## config.mk

```make
export PLATFORM = sky130hd
export DESIGN_NAME = i2c_byte_ctrl
export DESIGN_NICKNAME = d
export VERILOG_FILES = /design/src/rtl/i2c_byte_ctrl.sv
export SDC_FILE = /design/constraint.sdc
export NUM_CORES = 1
export LEC_CHECK = 0
export CAP_MARGIN = 20
export CELL_PAD_IN_SITES_DETAIL_PLACEMENT = 1
export CELL_PAD_IN_SITES_GLOBAL_PLACEMENT = 2
export CORE_MARGIN = 4
export CORE_UTILIZATION = 29
export CTS_BUF_LIST = sky130_fd_sc_hd__clkbuf_4
export DETAILED_ROUTE_END_ITERATION = 7
export HOLD_SLACK_MARGIN = 0.02
export PLACE_DENSITY_LB_ADDON = 0.2
export REMOVE_ABC_BUFFERS = 1
export SYNTH_ARGS = -nofsm -noshare
export SYNTH_HDL_FRONTEND = slang
export SYNTH_SLANG_ARGS = --single-unit
```

## constraint.sdc

```tcl
create_clock -name clk -period 1.8 [get_ports clk]
set_input_delay 0.36 -clock clk [delete_from_list [all_inputs] [get_ports clk]]
set_output_delay 0.36 -clock clk [all_outputs]
set_load 0.05 [all_outputs]
```

## src/rtl/i2c_byte_ctrl.sv

```systemverilog
// Byte-level I2C master sequencer: turns START / write / read / STOP host commands
// into SDA drive and SCL enable/hold, paced by the SCL generator's strobes.
module i2c_byte_ctrl #(
    parameter int SYNC_STAGES = 2
) (
    input  logic       clk,
    input  logic       rstn,
    input  logic       cmd_valid,
    output logic       cmd_ready,
    input  logic       cmd_start,
    input  logic       cmd_write,
    input  logic       cmd_read,
    input  logic       cmd_stop,
    input  logic       cmd_nack,
    input  logic [7:0] tx_data,
    input  logic       scl_negedge,
    input  logic       stop_en,
    input  logic       sda_i,
    output logic       scl_en,
    output logic       scl_hold,
    output logic       sda_oe,
    output logic       done,
    output logic       cmd_err,
    output logic [7:0] rx_data,
    output logic       rx_ack
);

    localparam logic [2:0] ST_IDLE   = 3'd0;
    localparam logic [2:0] ST_START  = 3'd1;
    localparam logic [2:0] ST_DATA   = 3'd2;
    localparam logic [2:0] ST_ACK    = 3'd3;
    localparam logic [2:0] ST_HOLD   = 3'd4;
    localparam logic [2:0] ST_RSTART = 3'd5;
    localparam logic [2:0] ST_STOP   = 3'd6;

    logic [2:0]             state_q,     state_d;
    logic                   scl_en_q,    scl_en_d;
    logic                   scl_hold_q,  scl_hold_d;
    logic                   sda_oe_q,    sda_oe_d;
    logic                   done_q,      done_d;
    logic                   cmd_err_q,   cmd_err_d;
    logic [7:0]             rx_data_q,   rx_data_d;
    logic                   rx_ack_q,    rx_ack_d;
    logic [2:0]             bit_cnt_q,   bit_cnt_d;
    logic [7:0]             shift_q,     shift_d;
    logic                   lat_start_q, lat_start_d;
    logic                   lat_write_q, lat_write_d;
    logic                   lat_read_q,  lat_read_d;
    logic                   lat_stop_q,  lat_stop_d;
    logic                   lat_nack_q,  lat_nack_d;
    logic                   pending_q,   pending_d;
    logic                   stop_seen_q, stop_seen_d;
    logic [SYNC_STAGES-1:0] sync_q,      sync_d;

    logic       sda_sync;
    logic       accept;
    logic       illegal;
    logic [7:0] shift_smp;
    logic       go_data;
    logic       go_stop;
    logic       go_hold;

    assign sda_sync  = sync_q[SYNC_STAGES-1];
    assign cmd_ready = (state_q == ST_IDLE) || ((state_q == ST_HOLD) && !pending_q);
    assign accept    = cmd_valid && cmd_ready;
    // From IDLE the bus is not owned yet, so anything without a START is rejected.
    assign illegal   = (cmd_write && cmd_read)
                    || !(cmd_start || cmd_write || cmd_read || cmd_stop)
                    || ((state_q == ST_IDLE) && !cmd_start);

    always_comb begin
        // NOTE: every signal gets a default before the case so no path leaves it unassigned (no latches).
        state_d     = state_q;
        scl_en_d    = scl_en_q;
        scl_hold_d  = scl_hold_q;
        sda_oe_d    = sda_oe_q;
        done_d      = 1'b0;
        cmd_err_d   = 1'b0;
        rx_data_d   = rx_data_q;
        rx_ack_d    = rx_ack_q;
        bit_cnt_d   = bit_cnt_q;
        lat_start_d = lat_start_q;
        lat_write_d = lat_write_q;
        lat_read_d  = lat_read_q;
        lat_stop_d  = lat_stop_q;
        lat_nack_d  = lat_nack_q;
        pending_d   = pending_q;
        stop_seen_d = stop_seen_q;
        sync_d      = {sync_q[SYNC_STAGES-2:0], sda_i};
        go_data     = 1'b0;
        go_stop     = 1'b0;
        go_hold     = 1'b0;

        // Read sampling on stop_en is folded in first so a coincident scl_negedge sees the new bit.
        shift_smp = shift_q;
        if ((state_q == ST_DATA) && lat_read_q && stop_en) begin
            shift_smp = {shift_q[6:0], sda_sync};
        end
        shift_d = shift_smp;

        case (state_q)
            ST_IDLE: begin
                if (accept) begin
                    if (illegal) begin
                        done_d    = 1'b1;
                        cmd_err_d = 1'b1;
                    end else begin
                        lat_start_d = cmd_start;
                        lat_write_d = cmd_write;
                        lat_read_d  = cmd_read;
                        lat_stop_d  = cmd_stop;
                        lat_nack_d  = cmd_nack;
                        shift_d     = tx_data;
                        scl_en_d    = 1'b1;
                        sda_oe_d    = 1'b0;
                        state_d     = ST_START;
                    end
                end
            end

            ST_START, ST_RSTART: begin
                if (stop_en) begin
                    sda_oe_d = 1'b1;
                end
                if (scl_negedge) begin
                    if (lat_write_q || lat_read_q) begin
                        go_data = 1'b1;
                    end else if (lat_stop_q) begin
                        go_stop = 1'b1;
                    end else begin
                        go_hold = 1'b1;
                    end
                end
            end

            ST_DATA: begin
                if (scl_negedge) begin
                    if (bit_cnt_q == 3'd0) begin
                        state_d = ST_ACK;
                        if (lat_write_q) begin
                            sda_oe_d = 1'b0;
                        end else begin
                            sda_oe_d  = !lat_nack_q;
                            rx_data_d = shift_smp;
                        end
                    end else begin
                        bit_cnt_d = bit_cnt_q - 3'd1;
                        if (lat_write_q) begin
                            shift_d  = {shift_q[6:0], 1'b0};
                            sda_oe_d = !shift_q[6];
                        end
                    end
                end
            end

            ST_ACK: begin
                if (stop_en && lat_write_q) begin
                    rx_ack_d = sda_sync;
                end
                if (scl_negedge) begin
                    if (lat_stop_q) begin
                        go_stop = 1'b1;
                    end else begin
                        go_hold = 1'b1;
                    end
                end
            end

            ST_HOLD: begin
                sda_oe_d = 1'b0;
                if (accept) begin
                    if (illegal) begin
                        done_d    = 1'b1;
                        cmd_err_d = 1'b1;
                    end else begin
                        lat_start_d = cmd_start;
                        lat_write_d = cmd_write;
                        lat_read_d  = cmd_read;
                        lat_stop_d  = cmd_stop;
                        lat_nack_d  = cmd_nack;
                        shift_d     = tx_data;
                        pending_d   = 1'b1;
                    end
                end
                // The command waits for a period boundary so SCL is released cleanly.
                if (pending_q && scl_negedge) begin
                    pending_d  = 1'b0;
                    scl_hold_d = 1'b0;
                    if (lat_start_q) begin
                        state_d = ST_RSTART;
                    end else if (lat_write_q || lat_read_q) begin
                        go_data = 1'b1;
                    end else begin
                        go_stop = 1'b1;
                    end
                end
            end

            ST_STOP: begin
                if (stop_seen_q) begin
                    stop_seen_d = 1'b0;
                    done_d      = 1'b1;
                    scl_en_d    = 1'b0;
                    scl_hold_d  = 1'b0;
                    state_d     = ST_IDLE;
                end else if (stop_en) begin
                    sda_oe_d    = 1'b0;
                    stop_seen_d = 1'b1;
                end
            end

            default: begin
                state_d  = ST_IDLE;
                scl_en_d = 1'b0;
                sda_oe_d = 1'b0;
            end
        endcase

        if (go_data) begin
            state_d   = ST_DATA;
            bit_cnt_d = 3'd7;
            sda_oe_d  = lat_write_q && !shift_q[7];
        end
        if (go_stop) begin
            state_d  = ST_STOP;
            sda_oe_d = 1'b1;
        end
        if (go_hold) begin
            state_d    = ST_HOLD;
            scl_hold_d = 1'b1;
            sda_oe_d   = 1'b0;
            done_d     = 1'b1;
        end
    end

    // NOTE: state flops use non-blocking assignments so every flop samples pre-edge values.
    always_ff @(posedge clk) begin
        if (!rstn) begin
            state_q     <= ST_IDLE;
            scl_en_q    <= 1'b0;
            scl_hold_q  <= 1'b0;
            sda_oe_q    <= 1'b0;
            done_q      <= 1'b0;
            cmd_err_q   <= 1'b0;
            rx_data_q   <= 8'h00;
            rx_ack_q    <= 1'b1;
            bit_cnt_q   <= 3'd7;
            shift_q     <= 8'h00;
            lat_start_q <= 1'b0;
            lat_write_q <= 1'b0;
            lat_read_q  <= 1'b0;
            lat_stop_q  <= 1'b0;
            lat_nack_q  <= 1'b0;
            pending_q   <= 1'b0;
            stop_seen_q <= 1'b0;
            sync_q      <= '1;
        end else begin
            state_q     <= state_d;
            scl_en_q    <= scl_en_d;
            scl_hold_q  <= scl_hold_d;
            sda_oe_q    <= sda_oe_d;
            done_q      <= done_d;
            cmd_err_q   <= cmd_err_d;
            rx_data_q   <= rx_data_d;
            rx_ack_q    <= rx_ack_d;
            bit_cnt_q   <= bit_cnt_d;
            shift_q     <= shift_d;
            lat_start_q <= lat_start_d;
            lat_write_q <= lat_write_d;
            lat_read_q  <= lat_read_d;
            lat_stop_q  <= lat_stop_d;
            lat_nack_q  <= lat_nack_d;
            pending_q   <= pending_d;
            stop_seen_q <= stop_seen_d;
            sync_q      <= sync_d;
        end
    end

    assign scl_en   = scl_en_q;
    assign scl_hold = scl_hold_q;
    assign sda_oe   = sda_oe_q;
    assign done     = done_q;
    assign cmd_err  = cmd_err_q;
    assign rx_data  = rx_data_q;
    assign rx_ack   = rx_ack_q;

endmodule
```

# Yosys cells after proc, flatten, opt, wreduce, memory -nomap -nowiden
# Index checks and enable logic that the tools add are counted.
# op_classes
n_eq_ne	37
add_sub_neg	1
div_mod_pow	0
n_mul	0
shifts	0
order_cmp	0
mux	63
n_reduce_logical	45
n_bitwise	6
# ops
operator	n
2-to-1 mux 8 bit	6
2-to-1 mux 1 bit	38
inequality test 4 bit, second input constant	8
AND reduction 8 bit	4
2-to-1 mux 3 bit	10
inequality test 5 bit, second input constant	5
case mux 8 bit (2 select lines)	1
inequality test 5 x 4 -> 1 bit, second input constant	3
case mux 3 bit (5 select lines)	1
AND reduction 3 bit	4
inequality test 2 bit, second input constant	5
== test 3 bit, second input constant	3
logical AND 1 bit	9
inequality test 4 x 3 -> 1 bit, second input constant	2
case mux 1 bit (2 select lines)	4
AND reduction 4 bit	2
OR reduction 2 bit	4
logical OR 1 bit	7
== test 3 x 2 -> 1 bit, second input constant	2
logical NOT 1 bit	6
logical NOT 3 bit	2
inequality test 2 x 1 -> 1 bit, second input constant	3
inequality test 3 bit, second input constant	2
NOT 1 bit	6
other kinds (13)	15
# word_totals
rom_bits	0
ram_bits	0
memories	0
wordCells	172
latch_bits	0
ff_bits	37
inputBits	19
out_inout_bits	15

# Depth between registers and ports, before layout
# Gate-level depths: netlist (run 1).
# logic_depth
depth_word	12
ltp_mapped	9

# Worst setup path before layout (run 1)
# Ideal clock, no wire load.
# synth_timing
kind	register to register
startpoint	register pending_q
endpoint	register lat_nack_q
stages_incl_launch_ff	6
arrival_time_ns	2.522
path_buffers	1
setup_ns	0.128
slack_ns	-0.850
required_ns	1.672
cell_sequence	dfxtp_1 -> a211oi_1 -> o2111a_1 -> buf_2 -> mux2i_1 -> nor2_1
# synth_between
elab_chain_len	5
# synth_rtl
item	line_no	rtl
start: declaration	51	logic pending_q, pending_d;
start signal: assignment	273	pending_q <= pending_d;
logical NOT 1 bit	64	assign cmd_ready = (state_q == ST_IDLE) || ((state_q == ST_HOLD) && !pending_q);
logical AND 1 bit	64	
logical OR 1 bit	64	
via cmd_ready	9	output logic cmd_ready,
logical AND 1 bit	65	assign accept = cmd_valid && cmd_ready;
AND reduction 3 bit (no source line)	--	
end signal: assignment	272	lat_nack_q <= lat_nack_d;
end: declaration	50	logic lat_nack_q, lat_nack_d;
# The timed path passes the listed nets, and every way through them passes these cells.
# A chain may end at the register's enable or synchronous reset.

# Worst setup path after layout (run 1)
# layout_timing
startpoint	register state_q[2]
endpoint	register bit_cnt_q[0]
# layout_between
elab_chain_len	4
# layout_rtl
item	line_no	rtl
start: declaration	36	logic [2:0] state_q, state_d;
start signal: assignment	258	state_q <= state_d;
== test 3 x 1 -> 1 bit / == test 3 bit (equally long branches)	101	case (state_q)
OR reduction 2 bit	101	
case mux 1 bit (2 select lines)	101	
OR reduction 2 bit (no source line)	--	
end signal: assignment	266	bit_cnt_q <= bit_cnt_d;
end: declaration	44	logic [2:0] bit_cnt_q, bit_cnt_d;
# Parallel ways exist; a longest one is shown, timed or not.

==> impl_metrics.tcl, run 1 <==
set metrics [dict create \
    outcome "completed" \
    setup_viol 0 \
    root_buffer "clkbuf_4" \
    max_cap_violations 0 \
    cpPeakStageDelay_ps 410 \
    dp_hpwl_um 4000 \
    worst_pin_slew_ps 530 \
    instances_no_fill 348 \
    p_clk_share_pct 30.9 \
    clock_path_buffers 2 \
    end_kind "flop" \
    pwr-share-comb_pct 22.6 \
    gp_congestion 0.817 \
    cts_hold_buf 0 \
    synth_area_leaders "dfxtp_1, mux2i_1, a211oi_1" \
    preCtsSetupSlack_ps -387 \
    synth_top_family_by_area "compound AO/OA/AOI/OAI gates" \
    grt_start_max_net_pins 25 \
    hold_viol 0 \
    htreeDepth 2 \
    yosys-mux-area-fraction_pct 8.96 \
    swShare_pct 28.3 \
    cts_tree "built" \
    core_area_sq_um 5960 \
    fin_skew_ps 10.4 \
    path_class "flop to flop" \
    power_density_nw_per_um2 731 \
    total_power_uw 1900 \
    start_kind "flop" \
    synthSimpleGateAreaFrac_pct 20.5 \
    grt-ovfl-total 0 \
    crit_required_ps 2040 \
    via_count 1768 \
    path_clk_slew_ps 110 \
    synth_flop_cell "dfxtp_1" \
    wl_per_cell_um 15.3 \
    crit_fanout 3 \
    grt_pass1_vias 1678 \
    synthAdderAreaFrac_pct 1.39 \
    netlist_top_cells_count "dfxtp_1, nor2_1, mux2i_1" \
    internal_power_uw 1360 \
    min_period_over_period_pct 96.9 \
    crit_arrival_ps 1980 \
    clock.fmax_ghz 0.573 \
    period_needed_ps 1740 \
    synth-edff-count 0 \
    fp.dieW_um 86.8 \
    fin_nets 293 \
    area_growth_syn_to_layout_pct 44.5 \
    fp.dieH_um 86.8 \
    grt_antenna_before_repair 0 \
    track_usage_pct 14.6 \
    dieArea_sq_um 7530 \
    drive_above_1_share_pct 30.4 \
    synth_cell_types 45 \
    path_cells "or3b_4, or3_4, buf_4, buf_4, xnor2_2, nand3_1" \
    synthXorXnorAreaFrac_pct 0.973 \
    drc_errors 0 \
    async_flop_share_pct 0 \
    viasPerCell 5.08 \
    cts_buffers 5 \
    setup_ws_ps 55.8 \
    finalWirelength_um 5330 \
    drt_iter0_drc 42 \
    leakagePower_uw 0.00102 \
    cp_slowest_cell "or3_4" \
    place_inst 339 \
    clock_latency_ps 350 \
    utilization_pct 43.7 \
    ys_seq_area_share_pct 41.1 \
    seq_power_share_pct 46.4 \
    synth_area_sq_um 1800 \
    synth_warnings 0 \
    io_pins 34 \
    drt_pass1_iterations 4 \
    initial_core_util_pct 30.2 \
    switching_power_uw 539 \
    crit_top_cell "buf_4" \
    synth_seq_cells 37 \
    avgSynthCellArea_sq_um 8.70 \
    synth_compound_area_share_pct 22.2 \
    postRouteAntennaNets 0 \
    port_buffers 33 \
    yosysMostFrequentCell "dfxtp_1" \
    cts_num_sinks 37 \
    netlist.area_leader.share_pct 41.1 \
    rows 28 \
    reg2reg_slack_ps 60 \
    yosys.area.top_type "dfxtp_1" \
    grt_first_pass_wirelength_um 8560 \
    finalMaxSlewViolations 0 \
    peakVddDrop_mv 0.352 \
    synth_cells 207 \
    slew_headroom_pct 64.3 \
    hold_class "flop to flop" \
    diodes 0 \
]
worst max-delay path, delay by kind of cell, from the launching register on:
kind,cells,cell delay [ps]
simple gates,3,880
xor+xnor,1,120
buf+inv,2,300
flops,1,340
registers in the layout (all words and copies together) (netlist names):
signal       count
rx_data          8
shift_q          8
bit_cnt_q        3
state_q          3
sync_q           2
cmd_err          1
done             1
lat_nack_q       1
lat_read_q       1
lat_start_q      1
lat_stop_q       1
lat_write_q      1
pending_q        1
rx_ack           1
scl_en           1
scl_hold         1
sda_oe           1
stop_seen_q      1
layer usage:
layer / vias up / routed length (um) / GRT usage [%]
li1: 887 / - / -
met1: 849 / 2580 / 20.4
met2: 24 / 2520 / 22.4
met3: 8 / 171 / 3.14
met4: 0 / 66 / 4.25
met5: - / 0 / 0
cell families (layout without fill, tap and decap cells):
family	after synthesis	count (layout)
adder cells (fa/ha/maj)	2	2
XOR/XNOR	2	2
buffers and inverters	21	87
multiplexers	16	16
AO/OA/AOI/OAI	58	58
flip-flops	37	37
AND/OR/NAND/NOR	71	71
per-stage QoR:
stage               hold WS [ps]  TNS [ps]  cell area (sq um)
floorplan                    386    -14970               1760
global placement             393     -4690               2420
detailed placement           409     -5280               2420
CTS                          430         0               2520
global route                 436     -43.5               2600
finish                       422         0               2600
power groups by stage:
stage          registers [uW]  logic (uW)  clock network [uW]
2_1_floorplan             946         164                   0
3_3_place_gp              899         399                   0
3_5_place_dp              900         401                   0
4_1_cts                   882         405                 611
5_1_grt                   889         467                 633
6_report                  883         431                 588
layout by cell type, fill, tap and decap left out, drive strengths merged, types with 7 or more instances in the layout:
| cell type | netlist | routed |
|---|---|---|
| a211oi | 13 | 13 |
| a21oi | 7 | 7 |
| a22oi | 7 | 7 |
| buf | 4 | 50 |
| clkdlybuf4s50 | 0 | 18 |
| dfxtp | 37 | 37 |
| inv | 11 | 11 |
| mux2i | 15 | 15 |
| nand2 | 14 | 14 |
| nand3 | 7 | 7 |
| nor2 | 24 | 24 |
| o21ai | 8 | 8 |
| o22ai | 8 | 8 |
what timing repair did:
item	CTS	global route
setup endpoints to repair	14	11
resized for setup	4	22
setup buffers	0	1
endpoints found under the hold margin	0	0
pin swaps	1	4
worst paths after layout:
check	startpoint	endpoint	cells after the start
worst max-delay path	state_q[2]$_SDFFE_PN0P_	bit_cnt_q[0]$_SDFFE_PP1P_	6
worst min-delay path	sync_q[0]$_SDFF_PN1_	sync_q[1]$_SDFF_PN1_	1
worst max register to register	state_q[2]$_SDFFE_PN0P_	bit_cnt_q[0]$_SDFFE_PP1P_	6
worst min register to register	sync_q[0]$_SDFF_PN1_	sync_q[1]$_SDFF_PN1_	1
final cells by class:
class                      count  area, sq um
fill                         715         3350
inverter                      11         41.3
multi-input combinational    149         1050
sequential                    37          744
timing repair buffer          68          596
tap                           75         93.8
clock buffer                   6         45.0
clock inverter                 2         33.8
Note: power is estimated with default switching activity, not from simulation.
==> run 2: changes to the inputs <==
--- a/config.mk
+++ b/config.mk
@@ -13,7 +13,7 @@
 export CTS_BUF_LIST = sky130_fd_sc_hd__clkbuf_4
 export DETAILED_ROUTE_END_ITERATION = 7
 export HOLD_SLACK_MARGIN = 0.02
-export PLACE_DENSITY_LB_ADDON = 0.2
+export PLACE_DENSITY = 0.84
 export REMOVE_ABC_BUFFERS = 1
 export SYNTH_ARGS = -nofsm -noshare
 export SYNTH_HDL_FRONTEND = slang
==> constraint.sdc (replaced) <==
create_clock -name clk -period 1.6 [get_ports clk]
set_input_delay 0.32 -clock clk [delete_from_list [all_inputs] [get_ports clk]]
set_output_delay 0.32 -clock clk [all_outputs]
set_load 0.05 [all_outputs]
==> run 2 against run 1 <==
- the run now ends with setup timing left
- utilization is 10 points higher
- critical path depth is 2 lower
- global-route usage is 2.2 points higher
- die area stayed put
- flip-flop and latch count stayed put
- total power is 17% higher
- register-to-register slack worse by 190 ps
- clock power is 11% lower
- wire length is 43% higher
- via count is 15% higher
- final cell count is 8.3% higher
- sequential power is 14% higher
- critical endpoint is now cmd_ready
- largest cell class unchanged
==> impl_metrics.tcl, run 2 (synthesis gave the netlist of run 1 again) <==
set metrics [dict create \
    reg2reg_slack_ps -130 \
    busiest_layer "met2" \
    grt_use_met3_pct 3.61 \
    crit_fanout 11 \
    crit_arrival_ps 1420 \
    end_kind "primary output" \
    clock_path_buffers 2 \
    min_period_over_period_pct 109 \
    outcome "finished, violations left" \
    finalWirelength_um 7640 \
    dp_hpwl_um 4120 \
    grt_use_met1_pct 21.9 \
    io_pins 34 \
    setup_viol 30 \
    mostFrequentLayoutCells "buf_4, dfxtp_1, nor2_1" \
    start_kind "flop" \
    grt_antenna_before_repair 0 \
    grt_pass1_vias 2030 \
    peakVddDrop_mv 0.473 \
    cts_num_sinks 37 \
    grt-ovfl-total 0 \
    violations "setup timing" \
    root_buffer "clkbuf_4" \
    power_density_nw_per_um2 697 \
    drt_iter0_drc 89 \
    leakagePower_uw 0.00123 \
    path_class "flop to primary output" \
    finalMaxSlewViolations 0 \
    grtUsageMet2_pct 27.7 \
    fin_area_sq_um 3200 \
    preCtsSetupSlack_ps -556 \
    cts_buffers 5 \
    hold_end "sync_q[1]$_SDFF_PN1_" \
    via_count 2026 \
    drc_errors 0 \
    core_area_sq_um 5960 \
    worst_pin_slew_ps 428 \
    cts_hold_buf 0 \
    area_growth_syn_to_layout_pct 77.9 \
    layout_commonest_cell "buf_4" \
    path_clk_slew_ps 130 \
    fp.dieH_um 86.8 \
    port_buffers 33 \
    viasPerCell 5.37 \
    r2r_cells 6 \
    htreeDepth 2 \
    clock_latency_ps 370 \
    rows 28 \
    track_usage_pct 16.8 \
    clock.fmax_ghz 0.575 \
    r2r_end "bit_cnt_q[0]$_SDFFE_PP1P_" \
    grt_first_pass_wirelength_um 10000 \
    setup_ws_ps -139 \
    reg2reg_from "state_q[1]$_SDFFE_PP0P_" \
    diodes 0 \
    period_needed_ps 1740 \
    dieArea_sq_um 7530 \
    gp_congestion 0.878 \
    crit_required_ps 1280 \
    wl_per_cell_um 20.3 \
    hp-start "sync_q[0]$_SDFF_PN1_" \
    drive_above_1_share_pct 50.7 \
    fin_skew_ps 19.6 \
    max_cap_violations 0 \
    fp.dieW_um 86.8 \
    hold-path-cell-count 1 \
    initial_core_util_pct 30.2 \
    cts_tree "built" \
    place_area_sq_um 2490 \
    postRouteAntennaNets 0 \
    slew_headroom_pct 71.3 \
    hold_viol 0 \
    fin_nets 322 \
    grt_start_max_net_pins 25 \
    grt_setup_unrepaired "true" \
    hold_class "flop to flop" \
    drt_pass1_iterations 4 \
]
## run 2: changes by cell type in the layout (fill, tap and decap cells not counted), moves of 4 or more
cell	before	now
buf_4	44	60
mux2i_1	15	7
mux2i_4	0	8
a211oi_1	9	2
a211oi_2	3	10
a22oi_1	7	0
a22oi_2	0	7
buf_6	4	9
a21oi_1	6	2
buf_8	0	4
## run 2: worst max path at each step
stage | startpoint | endpoint | cells after the start
floorplan | state_q[0]$_SDFFE_PP0P_ | shift_q[5]$_SDFF_PN0_ | 4
CTS | state_q[1]$_SDFFE_PP0P_ | bit_cnt_q[0]$_SDFFE_PP1P_ | 6
global placement | cmd_stop | shift_q[6]$_SDFF_PN0_ | 6
finish | state_q[2]$_SDFFE_PN0P_ | cmd_ready | 4
global route | bit_cnt_q[0]$_SDFFE_PP1P_ | sda_oe$_SDFFE_PP0P_ | 8
detailed placement | cmd_stop | shift_q[6]$_SDFF_PN0_ | 6
## run 2: final cells by class
cell class | instances | area, sq um
Clock buffer | 5 | 37.5
Multi-Input combinational cell | 149 | 1350
Sequential cell | 37 | 748
Inverter | 11 | 41.3
Tap cell | 75 | 93.8
Fill cell | 672 | 2750
Clock inverter | 3 | 17.5
Timing Repair Buffer | 97 | 917
## run 2: timing repair
action	4_1_cts	5_1_grt
gates cloned	0	2
endpoints found under the hold margin	0	0
gates resized for setup	54	53
setup endpoints to repair	30	35
setup buffers	3	16
pin swaps	22	25
## run 2: per-stage QoR
step	setup TNS, ps	total power, uW	hold WS (ps)	util, %	std cells
after floorplan	-20300	1250	382	-	197
after global placement	-9160	1480	393	41.8	348
after detailed placement	-10660	1490	401	41.8	348
after CTS	-1280	2060	427	47.1	359
after global routing	-4580	2330	446	53.8	377
final	-2630	2230	427	53.8	377
## run 2: routing by layer
layer	wire [um]	vias up	part of all wire, %
met5	0	-	0
met2	4060	47	53
met3	274	20	3.6
met1	3100	1021	41
met4	194	0	2.5
li1	-	938	-
## run 2: power by group
group / internal, uW / switching [uW] / total (uW)
combinational: 353 / 346 / 699
clock: 167 / 359 / 525
sequential: 963 / 45.4 / 1010
## run 2: worst max-delay path, cell delays in order (launching register included)
cell,delay [ps]
dfxtp_2,360
buf_12,140
a211oi_4,280
buf_6,140
buf_12,120
